===== src/rtl/i2s_dac_tx_if.sv =====
// Upstream sample handshake between the sample fetch stage and i2s_dac_tx.
// One stereo pair moves per SAMPLE_VALID && SAMPLE_READY cycle.
interface i2s_dac_tx_if #(
    parameter int WIDTH = 16
);
    logic [WIDTH-1:0] SAMPLE_L;
    logic [WIDTH-1:0] SAMPLE_R;
    logic             SAMPLE_VALID;
    logic             SAMPLE_READY;

    modport master (
        output SAMPLE_L, SAMPLE_R, SAMPLE_VALID,
        input  SAMPLE_READY
    );

    modport slave (
        input  SAMPLE_L, SAMPLE_R, SAMPLE_VALID,
        output SAMPLE_READY
    );
endinterface


===== src/rtl/i2s_dac_tx.sv =====
// I2S serialiser for the WM8731 DAC: derives BCLK/LRCK from CLOCK_50, buffers one L/R pair, counts underruns.
// Optional macro I2S_TX_HOLD_LAST_EN: underrun frames repeat the last transmitted pair instead of zeros.
module i2s_dac_tx #(
    parameter int WIDTH     = 16,
    parameter int SLOT_BITS = 32,
    parameter int BCLK_DIV  = 8
) (
    input  logic        CLOCK_50,
    input  logic        RESET,
    i2s_dac_tx_if.slave s_if,
    output logic        FRAME_START,
    output logic        AUD_BCLK,
    output logic        AUD_DACLRCK,
    output logic        AUD_DACDAT,
    output logic [7:0]  UNDERRUN_CNT
);
    localparam int DIV_W = (BCLK_DIV > 1) ? $clog2(BCLK_DIV) : 1;
    localparam int BIT_W = $clog2(2 * SLOT_BITS);

    localparam logic [DIV_W-1:0] DIV_TC  = DIV_W'(BCLK_DIV - 1);
    localparam logic [BIT_W-1:0] BIT_TC  = BIT_W'(2 * SLOT_BITS - 1);
    localparam logic [BIT_W-1:0] SLOT_B  = BIT_W'(SLOT_BITS);
    localparam logic [BIT_W-1:0] WIDTH_B = BIT_W'(WIDTH);

    logic [DIV_W-1:0] r_div_cnt;
    logic             r_bclk;
    logic [BIT_W-1:0] r_bit_cnt;
    logic             r_lrck;
    logic             r_dat;
    logic             r_frame_start;
    logic             r_full;
    logic             r_first_load;
    logic [WIDTH-1:0] r_buf_l;
    logic [WIDTH-1:0] r_buf_r;
    logic [WIDTH-1:0] r_shift_l;
    logic [WIDTH-1:0] r_shift_r;
    logic [7:0]       r_underrun_cnt;

    logic             w_tick;
    logic             w_fall;
    logic             w_load;
    logic             w_hs;
    logic             w_right_nxt;
    logic             w_data_slot;
    logic [BIT_W-1:0] w_bit_nxt;
    logic [BIT_W-1:0] w_k;
    logic [WIDTH-1:0] w_load_l;
    logic [WIDTH-1:0] w_load_r;
    logic [WIDTH-1:0] w_fill_l;
    logic [WIDTH-1:0] w_fill_r;

    // NOTE: every always_comb output is assigned on every path, so no latches are inferred.
    always_comb begin
        w_tick      = (r_div_cnt == DIV_TC);
        w_fall      = w_tick && r_bclk;
        w_bit_nxt   = (r_bit_cnt == BIT_TC) ? '0 : r_bit_cnt + 1'b1;
        w_load      = w_fall && (r_bit_cnt == BIT_TC);
        w_right_nxt = (w_bit_nxt >= SLOT_B);
        w_k         = w_right_nxt ? (w_bit_nxt - SLOT_B) : w_bit_nxt;
        w_data_slot = (w_k != '0) && (w_k <= WIDTH_B);
        // Load sees the registered full flag, so a same-cycle handshake still counts as an underrun.
        w_hs        = s_if.SAMPLE_VALID && !r_full;
        w_load_l    = r_full ? r_buf_l : w_fill_l;
        w_load_r    = r_full ? r_buf_r : w_fill_r;
    end

`ifdef I2S_TX_HOLD_LAST_EN
    logic [WIDTH-1:0] r_last_l;
    logic [WIDTH-1:0] r_last_r;

    always_ff @(posedge CLOCK_50 or posedge RESET) begin
        if (RESET) begin
            r_last_l <= '0;
            r_last_r <= '0;
        end else if (w_load) begin
            r_last_l <= w_load_l;
            r_last_r <= w_load_r;
        end
    end

    assign w_fill_l = r_last_l;
    assign w_fill_r = r_last_r;
`else
    assign w_fill_l = '0;
    assign w_fill_r = '0;
`endif

    // NOTE: sequential state uses non-blocking assignments only, so every flop samples pre-edge values.
    always_ff @(posedge CLOCK_50 or posedge RESET) begin
        if (RESET) begin
            r_div_cnt <= '0;
            r_bclk    <= 1'b0;
        end else begin
            r_div_cnt <= w_tick ? '0 : r_div_cnt + 1'b1;
            if (w_tick) begin
                r_bclk <= ~r_bclk;
            end
        end
    end

    always_ff @(posedge CLOCK_50 or posedge RESET) begin
        if (RESET) begin
            r_bit_cnt <= '0;
            r_lrck    <= 1'b0;
            r_dat     <= 1'b0;
            r_shift_l <= '0;
            r_shift_r <= '0;
        end else if (w_fall) begin
            r_bit_cnt <= w_bit_nxt;
            r_lrck    <= w_right_nxt;
            if (w_load) begin
                r_shift_l <= w_load_l;
                r_shift_r <= w_load_r;
                r_dat     <= 1'b0;
            end else if (w_data_slot && w_right_nxt) begin
                r_dat     <= r_shift_r[WIDTH-1];
                r_shift_r <= {r_shift_r[WIDTH-2:0], 1'b0};
            end else if (w_data_slot) begin
                r_dat     <= r_shift_l[WIDTH-1];
                r_shift_l <= {r_shift_l[WIDTH-2:0], 1'b0};
            end else begin
                r_dat     <= 1'b0;
            end
        end
    end

    always_ff @(posedge CLOCK_50 or posedge RESET) begin
        if (RESET) begin
            r_full         <= 1'b0;
            r_buf_l        <= '0;
            r_buf_r        <= '0;
            r_frame_start  <= 1'b0;
            r_first_load   <= 1'b1;
            r_underrun_cnt <= '0;
        end else begin
            r_frame_start <= w_load;
            if (w_hs) begin
                r_buf_l <= s_if.SAMPLE_L;
                r_buf_r <= s_if.SAMPLE_R;
                r_full  <= 1'b1;
            end else if (w_load) begin
                r_full  <= 1'b0;
            end
            if (w_load) begin
                r_first_load <= 1'b0;
                if (!r_full && !r_first_load && (r_underrun_cnt != 8'hFF)) begin
                    r_underrun_cnt <= r_underrun_cnt + 8'd1;
                end
            end
        end
    end

    assign s_if.SAMPLE_READY = !r_full;
    assign FRAME_START       = r_frame_start;
    assign AUD_BCLK          = r_bclk;
    assign AUD_DACLRCK       = r_lrck;
    assign AUD_DACDAT        = r_dat;
    assign UNDERRUN_CNT      = r_underrun_cnt;
endmodule

===== src/flat_wrapper.sv =====
// flat-port wrapper written by rule: the top's interface ports become plain ports
module i2s_dac_tx_flat 
#(
    parameter int WIDTH     = 16,
    parameter int SLOT_BITS = 32,
    parameter int BCLK_DIV  = 8
)
  (CLOCK_50, RESET, FRAME_START, AUD_BCLK, AUD_DACLRCK, AUD_DACDAT, UNDERRUN_CNT, s_if_SAMPLE_L, s_if_SAMPLE_R, s_if_SAMPLE_VALID, s_if_SAMPLE_READY);
  i2s_dac_tx_if #(.WIDTH(WIDTH)) s_if_i ();
  input  logic CLOCK_50;
  input  logic RESET;
  output logic FRAME_START;
  output logic AUD_BCLK;
  output logic AUD_DACLRCK;
  output logic AUD_DACDAT;
  output logic [7:0] UNDERRUN_CNT;
  input wire logic [$bits(s_if_i.SAMPLE_L)-1:0] s_if_SAMPLE_L;
  input wire logic [$bits(s_if_i.SAMPLE_R)-1:0] s_if_SAMPLE_R;
  input wire logic [$bits(s_if_i.SAMPLE_VALID)-1:0] s_if_SAMPLE_VALID;
  output wire logic [$bits(s_if_i.SAMPLE_READY)-1:0] s_if_SAMPLE_READY;
  assign s_if_i.SAMPLE_L = s_if_SAMPLE_L;
  assign s_if_i.SAMPLE_R = s_if_SAMPLE_R;
  assign s_if_i.SAMPLE_VALID = s_if_SAMPLE_VALID;
  assign s_if_SAMPLE_READY = s_if_i.SAMPLE_READY;
  i2s_dac_tx #(.WIDTH(WIDTH), .SLOT_BITS(SLOT_BITS), .BCLK_DIV(BCLK_DIV)) u_core (.CLOCK_50(CLOCK_50), .RESET(RESET), .s_if(s_if_i), .FRAME_START(FRAME_START), .AUD_BCLK(AUD_BCLK), .AUD_DACLRCK(AUD_DACLRCK), .AUD_DACDAT(AUD_DACDAT), .UNDERRUN_CNT(UNDERRUN_CNT));
endmodule

===== config.mk =====
export PLATFORM = sky130hd
export DESIGN_NAME = i2s_dac_tx_flat
export DESIGN_NICKNAME = d
export VERILOG_FILES = /design/src/rtl/i2s_dac_tx_if.sv /design/src/rtl/i2s_dac_tx.sv /design/src/flat_wrapper.sv
export SDC_FILE = /design/constraint.sdc
export NUM_CORES = 1
export LEC_CHECK = 0
export BUFFER_PORTS_ARGS = -buffer_cell sky130_fd_sc_hd__clkbuf_2
export CAP_MARGIN = 10
export CORE_ASPECT_RATIO = 0.6
export CORE_MARGIN = 2
export CORE_UTILIZATION = 30
export DETAILED_ROUTE_END_ITERATION = 8
export GPL_ROUTABILITY_DRIVEN = 0
export SYNTH_ARGS = -nofsm -noshare
export SYNTH_HDL_FRONTEND = slang
export SYNTH_SLANG_ARGS = --single-unit

===== constraint.sdc =====
create_clock -name CLOCK_50 -period 7.9 [get_ports CLOCK_50]
set_clock_uncertainty 0.15 [all_clocks]
set_input_delay 0.79 -clock CLOCK_50 [delete_from_list [all_inputs] [get_ports CLOCK_50]]
set_output_delay 0.79 -clock CLOCK_50 [all_outputs]
set_load 0.1 [all_outputs]

==> results.json <==
{
  "grt_remaining_overflow": 0,
  "timing.critical_path.to_type": "register",
  "drtIter0Drc": 270,
  "cp.depth": 7,
  "diodes": 0,
  "dp_cells": 519,
  "cts_resized": 0,
  "p_leak_nw": 2.08,
  "met3_usage_pct": 4.34,
  "fp-row-count": 31,
  "drive_gt1_share_pct": 28.1,
  "ys_async_sr_fraction_pct": 100,
  "min_path_type": "reg -> reg",
  "fp.dieW_um": 148,
  "synthFlopType": "dfrtp_1",
  "cts_hold_buf": 0,
  "clk_latency_ns": 0.34,
  "power_mw": 1.12,
  "drc": 0,
  "seq_area_frac_synth_pct": 58.5,
  "reg2reg_slack_ns": 5.03,
  "vdd_drop_max_uv": 120,
  "cpMostUsedCell": "ha_1",
  "post-cts-setup-buffer-count": 0,
  "syn_avg_cell_area_um2": 11.5,
  "area_growth_syn_to_layout_pct": 19.3,
  "met2_usage_pct": 16.8,
  "cp_slowest_cell": "nor2_1",
  "grt_pass1_wl_um": 12500,
  "initial_core_util_pct": 30.9,
  "ys_top_cells_by_area": "dfrtp_1, mux2_2, a21oi_1, nand2_1, a221o_1",
  "drv_slew": 0,
  "yosysTopAreaCellShare_pct": 57.8,
  "antenna_found_initial": 0,
  "final-hold-violation-count": 0,
  "cts_tree": "yes",
  "cp.arrival_ns": 2.99,
  "r2r_end": "u_core.r_shift_l[4]",
  "seqCellArea_um2": 2180,
  "vias_per_cell": 4.77,
  "crit_buf_inv": 1,
  "tns_ns": 0,
  "synth_edf_count": 0,
  "worst_slew_pin_slew_ns": 1.06,
  "r2r_cells": 7,
  "design.die.area_um2": 13300,
  "syn_inst": 324,
  "yosysUniqueCellTypes": 32,
  "fmax_mhz": 348,
  "setup.worst_path.start": "u_core.r_div_cnt[0]",
  "grt_max_degree": 88,
  "fin_crit_ns": 2.87,
  "critPathTopFamily": "simple AND/OR/NAND/NOR gates",
  "wire_per_inst_um": 13.8,
  "yosys_warnings": 0,
  "grt_use_total_pct": 11.8,
  "cp-start-kind": "register",
  "crit_type": "reg -> reg",
  "grt_pass1_vias": 2535,
  "synth_area_um2": 3720,
  "instances_no_fill": 535,
  "clock_sinks": 87,
  "hpwl_um": 4940,
  "relSlewSlack_pct": 29.7,
  "portBuffers": 47,
  "clock-root-buffer": "clkbuf_16",
  "synth_common_cells": "dfrtp_1, nand2_1, a21oi_1, mux2_2, o21ai_0",
  "cts_max_level": 3,
  "drt-total-wl_um": 7400,
  "io_pins": 48,
  "period_share_pct": 36.3,
  "synth_top_area_cell": "dfrtp_1",
  "cellPowerDensity_nw_per_um2": 251,
  "grtUsageMet1_pct": 16.7,
  "top_usage_layer": "met2",
  "nFillCells": 1185,
  "slowest_delay_ns": 0.81,
  "multiInputGateArea_um2": 1440,
  "outcome": "finished clean",
  "postRouteAntennaNets": 0,
  "required_ns": 8.02,
  "synth.most_common_cell": "dfrtp_1",
  "rsz0062_at_grt": "no",
  "cp_max_fo": 36,
  "syn_nets": 363,
  "first_pass_iters": 4,
  "crit_chain": "ha_1 > ha_1 > nand2_1 > or3_1 > buf_4 > nor2_1 > a221o_1",
  "timing.rr.start": "u_core.r_div_cnt[0]",
  "die_h_um": 90.3,
  "cp-endpoint": "u_core.r_shift_l[4]",
  "clockBufferDepth": 2,
  "coreArea_um2": 12100,
  "path_clk_slew_ns": 0.06,
  "cts-buffers-inserted": 9,
  "ys_seq_elements": 87,
  "drv_cap": 0,
  "final_nets": 404,
  "vias": 2554,
  "setup_viol": 0
}
registers in the layout, indices dropped and copies added (netlist names), 3 cells and up:
name	cells
u_core.r_shift_r	16
u_core.r_shift_l	16
u_core.r_bit_cnt	6
u_core.r_buf_r	16
u_core.r_div_cnt	3
u_core.UNDERRUN_CNT	8
u_core.r_buf_l	16
kinds of logic (layout without fill, tap and decap cells):
group	Yosys count	count (layout)	synth area share [%]
AND/OR/NAND/NOR	85	85	10.9
buffers and inverters	24	70	2.79
AO/OA/AOI/OAI	80	80	13.8
adder cells (fa/ha/maj)	4	4	1.34
multiplexers	34	34	10.3
flip-flops	87	87	58.5
XOR/XNOR	10	10	2.35
area by class of cell:
cell class              instances  share of cell area, %
clock inverters                 5                   2.34
repair buffers                 51                   5.97
well taps                     165                   4.65
flip-flops and latches         87                   49.0
multi-input cells             213                   32.5
clock buffers                  11                   5.24
inverters                       3                  0.282
metrics by stage:
step	instance area [um^2]	util [%]	setup slack, ns	hold WS [ns]
2_1_floorplan	3720	-	4.71	0.253
4_1_cts	4440	36.8	5.07	0.281
5_1_grt	4440	36.8	4.83	0.303
3_3_place_gp	4110	34.0	5.20	0.271
6_report	4440	36.8	5.03	0.282
3_5_place_dp	4110	34.0	5.08	0.274
metal layers:
layer | vias up | routed length [um] | share of wire, %
met2 | 46 | 3200 | 43
li1 | 1237 | - | -
met3 | 12 | 334 | 4.5
met4 | 0 | 101 | 1.4
met1 | 1259 | 3770 | 51
met5 | - | 0 | 0
cell usage in the layout (no fill, tap or decap), types with 2 or more instances in the layout:
cell type	netlist	layout
clkinv_2	0	2
buf_4	0	4
bufinv_16	0	3
clkbuf_1	15	2
mux2_2	33	33
a221o_1	15	15
nor2_1	4	4
xnor2_1	8	8
xor2_1	2	2
nand2_1	45	45
nand4_1	5	5
clkbuf_16	0	9
ha_1	4	4
nand3_1	5	5
dfrtp_1	86	86
and3_1	17	17
and2_1	4	4
clkbuf_2	0	47
o21ai_0	24	24
a21oi_1	34	34
report_power, final:
group          leakage [nW]  switching [mW]  internal, mW  total (mW)
registers              1.12          0.0399         0.510       0.550
logic                 0.796          0.0317        0.0553      0.0870
clock network         0.164           0.170         0.310       0.479
total                  2.08           0.241         0.875        1.12
worst min-delay path by stage:
stage	start	to	depth (start not counted)
after CTS	u_core.r_div_cnt[0]	u_core.r_div_cnt[0]	1
after global placement	u_core.r_div_cnt[0]	u_core.r_div_cnt[0]	1
after floorplan	u_core.r_div_cnt[0]	u_core.r_div_cnt[0]	1
after detailed placement	u_core.r_div_cnt[0]	u_core.r_div_cnt[0]	1
final	u_core.r_div_cnt[0]	u_core.r_div_cnt[0]	1
after global routing	u_core.r_div_cnt[0]	u_core.r_div_cnt[0]	1
No activity file was read; power rests on OpenSTA's default activity.
